$ cat config.mk
export PLATFORM = sky130hd
export DESIGN_NAME = instr_fetch
export DESIGN_NICKNAME = d
export VERILOG_FILES = /design/src/rtl/instr_fetch.sv
export SDC_FILE = /design/constraint.sdc
export NUM_CORES = 1
export LEC_CHECK = 0
export ABC_AREA = 1
export ABC_CLOCK_PERIOD_IN_PS = 1500
export BUFFER_PORTS_ARGS = -buffer_cell sky130_fd_sc_hd__buf_2
export CAP_MARGIN = 10
export CORE_MARGIN = 1.5
export CORE_UTILIZATION = 47
export CTS_CLUSTER_SIZE = 28
export DETAILED_ROUTE_END_ITERATION = 8
export PLACE_DENSITY = 0.76
export SLEW_MARGIN = 10
export SYNTH_ARGS = -nofsm -noshare
export SYNTH_HDL_FRONTEND = slang
export SYNTH_SLANG_ARGS = --single-unit
$ cat constraint.sdc
create_clock -name clk -period 1.5 [get_ports clk]
set_clock_uncertainty 0.05 [all_clocks]
set_input_delay 0 -clock clk [delete_from_list [all_inputs] [get_ports clk]]
set_output_delay 0 -clock clk [all_outputs]
set_load 0.01 [all_outputs]
$ cat src/rtl/instr_fetch.sv
// -----------------------------------------------------------------------------
// instr_fetch
//
// Fetch-stage initiator for a word-addressed instruction memory whose read
// data returns in the same cycle as the address. The block owns the program
// counter, presents it as imem_addr, and captures {pc, instr} into the IF/ID
// pipeline register every cycle it is allowed to advance.
//
// Per-cycle priority: rst > redirect_valid > stall > normal advance.
//   - redirect_valid loads the PC from redirect_pc (word aligned) and inserts
//     a one-cycle bubble into IF/ID. fetch_count is held.
//   - stall freezes the PC and the whole IF/ID register.
//   - A normal advance captures the current fetch and bumps fetch_count.
//
// Optional feature, macro STATIC_BTFN_PREDICT_EN:
//   When defined, a backward conditional branch (B-type with a negative
//   offset) is predicted taken. The next PC becomes pc + B-immediate and the
//   captured instruction is tagged with if_pred_taken=1. Mispredicts are
//   recovered by the execute stage through redirect_valid.
//   When undefined, next PC is always pc+4, no decode logic is built and
//   if_pred_taken is tied to 0.
//
// Ports:
//   clk            in   1   rising-edge clock
//   rst            in   1   synchronous active-high reset
//   imem_addr      out  32  byte address to instruction memory (= pc)
//   imem_instr     in   32  instruction word returned in the same cycle
//   stall          in   1   hold PC and IF/ID
//   redirect_valid in   1   resolved control transfer / flush request
//   redirect_pc    in   32  redirect target byte address
//   if_pc          out  32  IF/ID: PC of the captured instruction
//   if_instr       out  32  IF/ID: captured instruction
//   if_valid       out  1   IF/ID: captured instruction is valid
//   if_pred_taken  out  1   IF/ID: fetch predicted this instruction taken
//   fetch_count    out  32  number of valid instructions delivered into IF/ID
// -----------------------------------------------------------------------------
module instr_fetch #(
    parameter logic [31:0] RESET_PC  = 32'h0000_0004,
    parameter logic [31:0] NOP_INSTR = 32'h0000_0013
) (
    input  logic        clk,
    input  logic        rst,
    output logic [31:0] imem_addr,
    input  logic [31:0] imem_instr,
    input  logic        stall,
    input  logic        redirect_valid,
    input  logic [31:0] redirect_pc,
    output logic [31:0] if_pc,
    output logic [31:0] if_instr,
    output logic        if_valid,
    output logic        if_pred_taken,
    output logic [31:0] fetch_count
);

    // -------------------------------------------------------------------------
    // State registers and their next-state values
    // -------------------------------------------------------------------------
    logic [31:0] pc_q,          pc_d;
    logic [31:0] if_pc_q,       if_pc_d;
    logic [31:0] if_instr_q,    if_instr_d;
    logic        if_valid_q,    if_valid_d;
    logic [31:0] fetch_count_q, fetch_count_d;

    // Sequential PC for the current fetch; wraps modulo 2^32.
    logic [31:0] pc_plus4_s;
    // PC chosen for the next fetch on a normal advance.
    logic [31:0] next_pc_s;
    // Prediction outcome for the instruction being fetched this cycle.
    logic        pred_taken_s;

`ifdef STATIC_BTFN_PREDICT_EN
    logic        if_pred_taken_q, if_pred_taken_d;

    // True for a conditional branch (B-type opcode) with a negative offset.
    // The offset sign lives in bit 31 for every B-type encoding.
    function automatic logic is_backward_branch(input logic [31:0] instr);
        return (instr[6:0] == 7'b110_0011) && (instr[31] == 1'b1);
    endfunction

    // Sign-extended B-type immediate; bit 0 of the offset is always zero.
    function automatic logic [31:0] b_type_imm(input logic [31:0] instr);
        return {{19{instr[31]}}, instr[31], instr[7], instr[30:25],
                instr[11:8], 1'b0};
    endfunction
`endif

    assign pc_plus4_s = pc_q + 32'd4;

    // Next-fetch PC selection: static backward-taken prediction or sequential.
    always_comb begin
        pred_taken_s = 1'b0;
        next_pc_s    = pc_plus4_s;
`ifdef STATIC_BTFN_PREDICT_EN
        if (is_backward_branch(imem_instr)) begin
            pred_taken_s = 1'b1;
            next_pc_s    = pc_q + b_type_imm(imem_instr);
        end else begin
            pred_taken_s = 1'b0;
            next_pc_s    = pc_plus4_s;
        end
`endif
    end

    // Next-state logic for PC and IF/ID following redirect > stall > advance.
    always_comb begin
        pc_d          = pc_q;
        if_pc_d       = if_pc_q;
        if_instr_d    = if_instr_q;
        if_valid_d    = if_valid_q;
        fetch_count_d = fetch_count_q;
`ifdef STATIC_BTFN_PREDICT_EN
        if_pred_taken_d = if_pred_taken_q;
`endif
        if (redirect_valid) begin
            // Flush: the instruction fetched this cycle is on the wrong path,
            // so IF/ID becomes a bubble. if_pc keeps its old value because a
            // bubble's PC is never consumed.
            pc_d       = {redirect_pc[31:2], 2'b00};
            if_instr_d = NOP_INSTR;
            if_valid_d = 1'b0;
`ifdef STATIC_BTFN_PREDICT_EN
            if_pred_taken_d = 1'b0;
`endif
        end else if (stall) begin
            // Decode is not ready: hold everything (defaults above).
            pc_d = pc_q;
        end else begin
            pc_d          = next_pc_s;
            if_pc_d       = pc_q;
            if_instr_d    = imem_instr;
            if_valid_d    = 1'b1;
            fetch_count_d = fetch_count_q + 32'd1;
`ifdef STATIC_BTFN_PREDICT_EN
            if_pred_taken_d = pred_taken_s;
`endif
        end
    end

    // State update with synchronous reset taking priority over every input.
    always_ff @(posedge clk) begin
        if (rst) begin
            pc_q          <= RESET_PC;
            if_pc_q       <= 32'h0000_0000;
            if_instr_q    <= NOP_INSTR;
            if_valid_q    <= 1'b0;
            fetch_count_q <= 32'h0000_0000;
        end else begin
            pc_q          <= pc_d;
            if_pc_q       <= if_pc_d;
            if_instr_q    <= if_instr_d;
            if_valid_q    <= if_valid_d;
            fetch_count_q <= fetch_count_d;
        end
    end

`ifdef STATIC_BTFN_PREDICT_EN
    // Prediction tag register, reset and updated alongside IF/ID.
    always_ff @(posedge clk) begin
        if (rst) begin
            if_pred_taken_q <= 1'b0;
        end else begin
            if_pred_taken_q <= if_pred_taken_d;
        end
    end

    assign if_pred_taken = if_pred_taken_q;
`else
    // Without the predictor nothing is ever predicted taken.
    assign if_pred_taken = 1'b0;
`endif

    // The memory sees RESET_PC for the whole reset period, including the
    // first cycle before the PC register has been loaded.
    assign imem_addr   = rst ? RESET_PC : pc_q;

    assign if_pc       = if_pc_q;
    assign if_instr    = if_instr_q;
    assign if_valid    = if_valid_q;
    assign fetch_count = fetch_count_q;

endmodule

Yosys cells after proc, flatten, opt, wreduce, memory -nomap -nowiden
Cells that the tools add are included.
- add/sub/neg operators: 2
- equal/unequal tests: 1
- mux-type cells: 3
- bitwise operators: 2
- reductions and logical operators: 2
- operators with widths (kind ; count):
    $mux 32 ; 3
    $add 32x1->32 const B ; 1
    $add 32x3->32 const B ; 1
    $ne 2x1->1 const B ; 1
    $not 1->1 ; 2
    $reduce_and 2->1 ; 1
    $reduce_or 2->1 ; 1
- register bits: 129
- input bits: 68
- output and inout bits: 130
- word-level logic and storage cells: 16

Logic depth before layout (Yosys ltp)
- depth in word-level cells: 3
- gate-level depth with buffers: 10
- mapped depth without buffers: 10

Worst setup path before layout
No wires, ideal clock.
- kind: flip-flop to flip-flop
- start point: register fetch_count_q[1] (netlist: fetch_count[1])
- end point: register fetch_count_q[30] (netlist: fetch_count[30])
- library setup time: 0.113 ns
- arrival: 1.285 ns
- required time: 1.337 ns
- slack: 0.052 ns
- stages on the path, launching flop included: 9
- path buffers: 0
- period minus slack after synthesis: 1.448 ns
- path through: dfxtp_1 -> ha_1 -> inv_1 -> nor2_8 -> nand2_2 -> nor2_2 -> nand4_1 -> o21ai_1 -> nor2_1
- word-level cells in the longest chain between the ends: 1
- RTL lines (element ; line ; source):
    start: declaration ; 62 ; logic [31:0] fetch_count_q, fetch_count_d;
    start signal: assignment ; 152 ; fetch_count_q <= fetch_count_d;
    $add 32x1->32 ; 132 ; fetch_count_d = fetch_count_q + 32'd1;
Every way passes these cells.
A chain may end at the register's enable or synchronous reset.

Worst setup path in the final report
- start point: register pc_q[3]
- end point: register pc_q[24]
- word-level cells in the longest chain between the ends: 3
- RTL lines (element ; line ; source):
    start: declaration ; 58 ; logic [31:0] pc_q, pc_d;
    start signal: assignment ; 148 ; pc_q <= pc_d;
    $add 32x3->32 ; 87 ; assign pc_plus4_s = pc_q + 32'd4;
    $mux 32 ; 124 ; end else if (stall) begin
    $mux 32 ; 114 ; if (redirect_valid) begin
Every way passes these cells. The select of a mux whose other input is x is not followed.

==> results.sh <==
export IMPL_firstDrtPassIters=5
export IMPL_dpl_worst_slack_ns=-0.0499
export IMPL_hold_violations=0
export IMPL_ys_seq_elements=125
export IMPL_p_per_area_nw_per_um2=907
export IMPL_vias_per_cell=5.07
export IMPL_p_clk_frac=0.458
export IMPL_violations="setup timing"
export IMPL_yosysUniqueCellTypes=44
export IMPL_cp_common_cell="nand3_2"
export IMPL_busiest_layer="met2"
export IMPL_final_util=0.709
export IMPL_synth_top_area_share=0.398
export IMPL_clk_latency_ns=0.42
export IMPL_syn_avg_cell_area_sq_um=6.63
export IMPL_seq_area_frac_synth=0.398
export IMPL_vias=7316
export IMPL_synth_warnings=0
export IMPL_nNetsFinal=1323
export IMPL_drive_gt1_frac=0.310
export IMPL_synth_async_reset_ratio=0
export IMPL_finalPower_uw=8440
export IMPL_ctsLongestPathBuffers=2
export IMPL_synth_main_ff_cell="dfxtp_1"
export IMPL_drv_cap=0
export IMPL_p_sw_frac=0.265
export IMPL_intPower_uw=6210
export IMPL_areaGrowthSynthToFinish_pct=48.2
export IMPL_yosys_top_cells_area="dfxtp_1 40%, nand2_1 15%, nor2_1 9.3%"
export IMPL_status="finished with violations"
export IMPL_cpMaxStageDelayCell="dfxtp_4"
export IMPL_cp_cell_sequence="ha_4 -> nand2_4 -> nor2_4 -> nand2_2 -> nor2_4 -> nand3_2 -> nand3_2 -> nand3_2 -> nand2_1 -> inv_1"
export IMPL_cts_tree="built"
export IMPL_grt_util_met3=0.0541
export IMPL_gp_congestion=0.909
export IMPL_clock_sinks=125
export IMPL_cts_root_buffer="clkbuf_16"
export IMPL_setup_viol=9
export IMPL_die_w_microns=119
export IMPL_max_stage_delay_ns=0.37
export IMPL_met1_usage=0.352
export IMPL_comb_power_share=0.122
export IMPL_critPathTopFamily="simple AND/OR/NAND/NOR gates"
export IMPL_path_clk_slew_ns=0.06
export IMPL_syn_inst=948
export IMPL_pin_count=198
export IMPL_vdd_drop_max_mv=0.956
export IMPL_antenna_left=0
export IMPL_fin_cells=1442
export IMPL_cts_buffers=17
export IMPL_max_freq_mhz=636
export IMPL_hold_class="in2reg"
export IMPL_final_cell_mix="231 x nand2_1, 190 x buf_2, 138 x nor2_1"
export IMPL_rows=42
export IMPL_coreArea_sq_um=13100
export IMPL_rsz0062_at_grt="true"
export IMPL_drcViolationCount=0
export IMPL_worstSetupStartpointType="flip-flop"
export IMPL_grt_use_total=0.277
export IMPL_synth_edf_count=0
export IMPL_dieArea_sq_um=14100
export IMPL_netlist_area_sq_um=6280
export IMPL_report_final_slew_viol_count=0
export IMPL_grt_max_degree=55
export IMPL_period_minus_slack_ns=1.57
export IMPL_drt_initial_drc_count=590
export IMPL_initial_core_util=0.478
export IMPL_crit_type="reg2reg"
export IMPL_place_inst=1338
export IMPL_final_common_cell="nand2_1"
export IMPL_crit_required_ns=1.77
export IMPL_power_switching_uw=2230
export IMPL_die_y_microns=119
export IMPL_regArea_sq_um=2540
export IMPL_antenna_found_initial=0
export IMPL_critPathArrivalTime_ns=1.84
export IMPL_p_leak_uw=0.00444
export IMPL_grt_pass1_vias=6726
export IMPL_finalCritPeriodShare=1.05
export IMPL_final_area_sq_um=9310
export IMPL_port_buffer_count=190
export IMPL_wire_per_inst_microns=14.1
export IMPL_grt_util_met2=0.461
export IMPL_placed_area_sq_um=7750
export IMPL_setup_ws_ns=-0.0719
export IMPL_cp_num_buf_inv=1
export IMPL_htreeDepth=4
export IMPL_overflow=0
export IMPL_dp_hpwl_microns=13100
export IMPL_yosys_area_top_type="dfxtp_1"
export IMPL_multi_input_area_sq_um=3390
export IMPL_n_antenna_cell=0
export IMPL_grt_pass1_wl_microns=31800
export IMPL_path_max_fanout=6
export IMPL_seqPwrFrac=0.420
export IMPL_fillCellCount=1062
export IMPL_crit_path_end_kind="flip-flop"
export IMPL_drt_total_wl_microns=20300
[registers in the layout, indices dropped and copies added (netlist names)]
name         cells
fetch_count     32
if_instr        32
if_pc           30
pc_q            30
if_valid         1
[per-layer routing]
| layer | up-vias | wire (microns) | share of wire |
|---|---|---|---|
| met5 | - | 0 | 0 |
| met4 | 0 | 604 | 0.030 |
| met3 | 51 | 1370 | 0.067 |
| met2 | 319 | 9740 | 0.48 |
| met1 | 3331 | 8580 | 0.42 |
| li1 | 3615 | - | - |
[cell families after synthesis]
family	synth area share
AOI/OAI and AO/OA	0.120
xor gates and xnor gates	0.00558
adders and majority gates	0.00398
buffers and inverters	0.106
DFF	0.398
other	0.000597
and+or+nand+nor	0.365
[synthesized netlist by cell type (all sizes together) (2+ instances only)]
| cell type | count |
|---|---|
| a211oi | 7 |
| a21oi | 56 |
| a31oi | 4 |
| buf | 23 |
| clkbuf | 21 |
| dfxtp | 125 |
| ha | 2 |
| inv | 116 |
| nand2 | 250 |
| nand3 | 63 |
| nand3b | 3 |
| nand4 | 12 |
| nor2 | 172 |
| nor3 | 16 |
| o211ai | 7 |
| o21a | 2 |
| o21ai | 56 |
| xnor2 | 3 |
[area by class of cell]
cell class / instances / share of cell area
clock inverters: 10 / 0.00994
clock buffers: 22 / 0.0488
well taps: 176 / 0.0236
flip-flops and latches: 125 / 0.273
repair buffers: 325 / 0.233
multi-input cells: 667 / 0.364
inverters: 117 / 0.0477
[final timing paths]
check | from | slack [ns] | end | cells after the start
setup reg to reg | pc_q[3] | -0.07 | pc_q[24] | 10
hold / removal | redirect_valid | 0.02 | pc_q[16] | 4
setup / recovery | pc_q[3] | -0.07 | pc_q[24] | 10
hold reg to reg | if_instr[30] | 0.41 | if_instr[30] | 2
[worst reg2reg max path, stage by stage, from the launching register on]
cell	delay [ns]
dfxtp_4	0.37
ha_4	0.15
nand2_4	0.05
nor2_4	0.18
nand2_2	0.10
nor2_4	0.21
nand3_2	0.10
nand3_2	0.07
nand3_2	0.06
nand2_1	0.07
inv_1	0.04
[stage by stage]
stage	TNS, ns	hold WS (ns)
final	-0.245	0.0160
after floorplan	0	0.0632
after global placement	0	0.149
after global routing	-2.31	0.0543
after CTS	-0.179	0.0000943
after detailed placement	-0.131	0.153
[power groups by stage]
stage / logic (uW) / clock network (uW) / registers (uW)
finish: 1030 / 3870 / 3550
CTS: 988 / 3870 / 3540
floorplan: 462 / 0 / 3640
global route: 1130 / 4020 / 3560
detailed placement: 854 / 0 / 3610
global placement: 844 / 0 / 3610
[repair_timing]
action / in CTS / in global routing
pin swaps: 1 / 40
endpoints found under the setup margin: 18 / 46
hold buffers: 65 / 0
hold endpoints to repair: 61 / 0
buffers inserted: 0 / 6
gates cloned: 0 / 1
gates resized for setup: 4 / 96
Power figures use the tool's default switching activity.
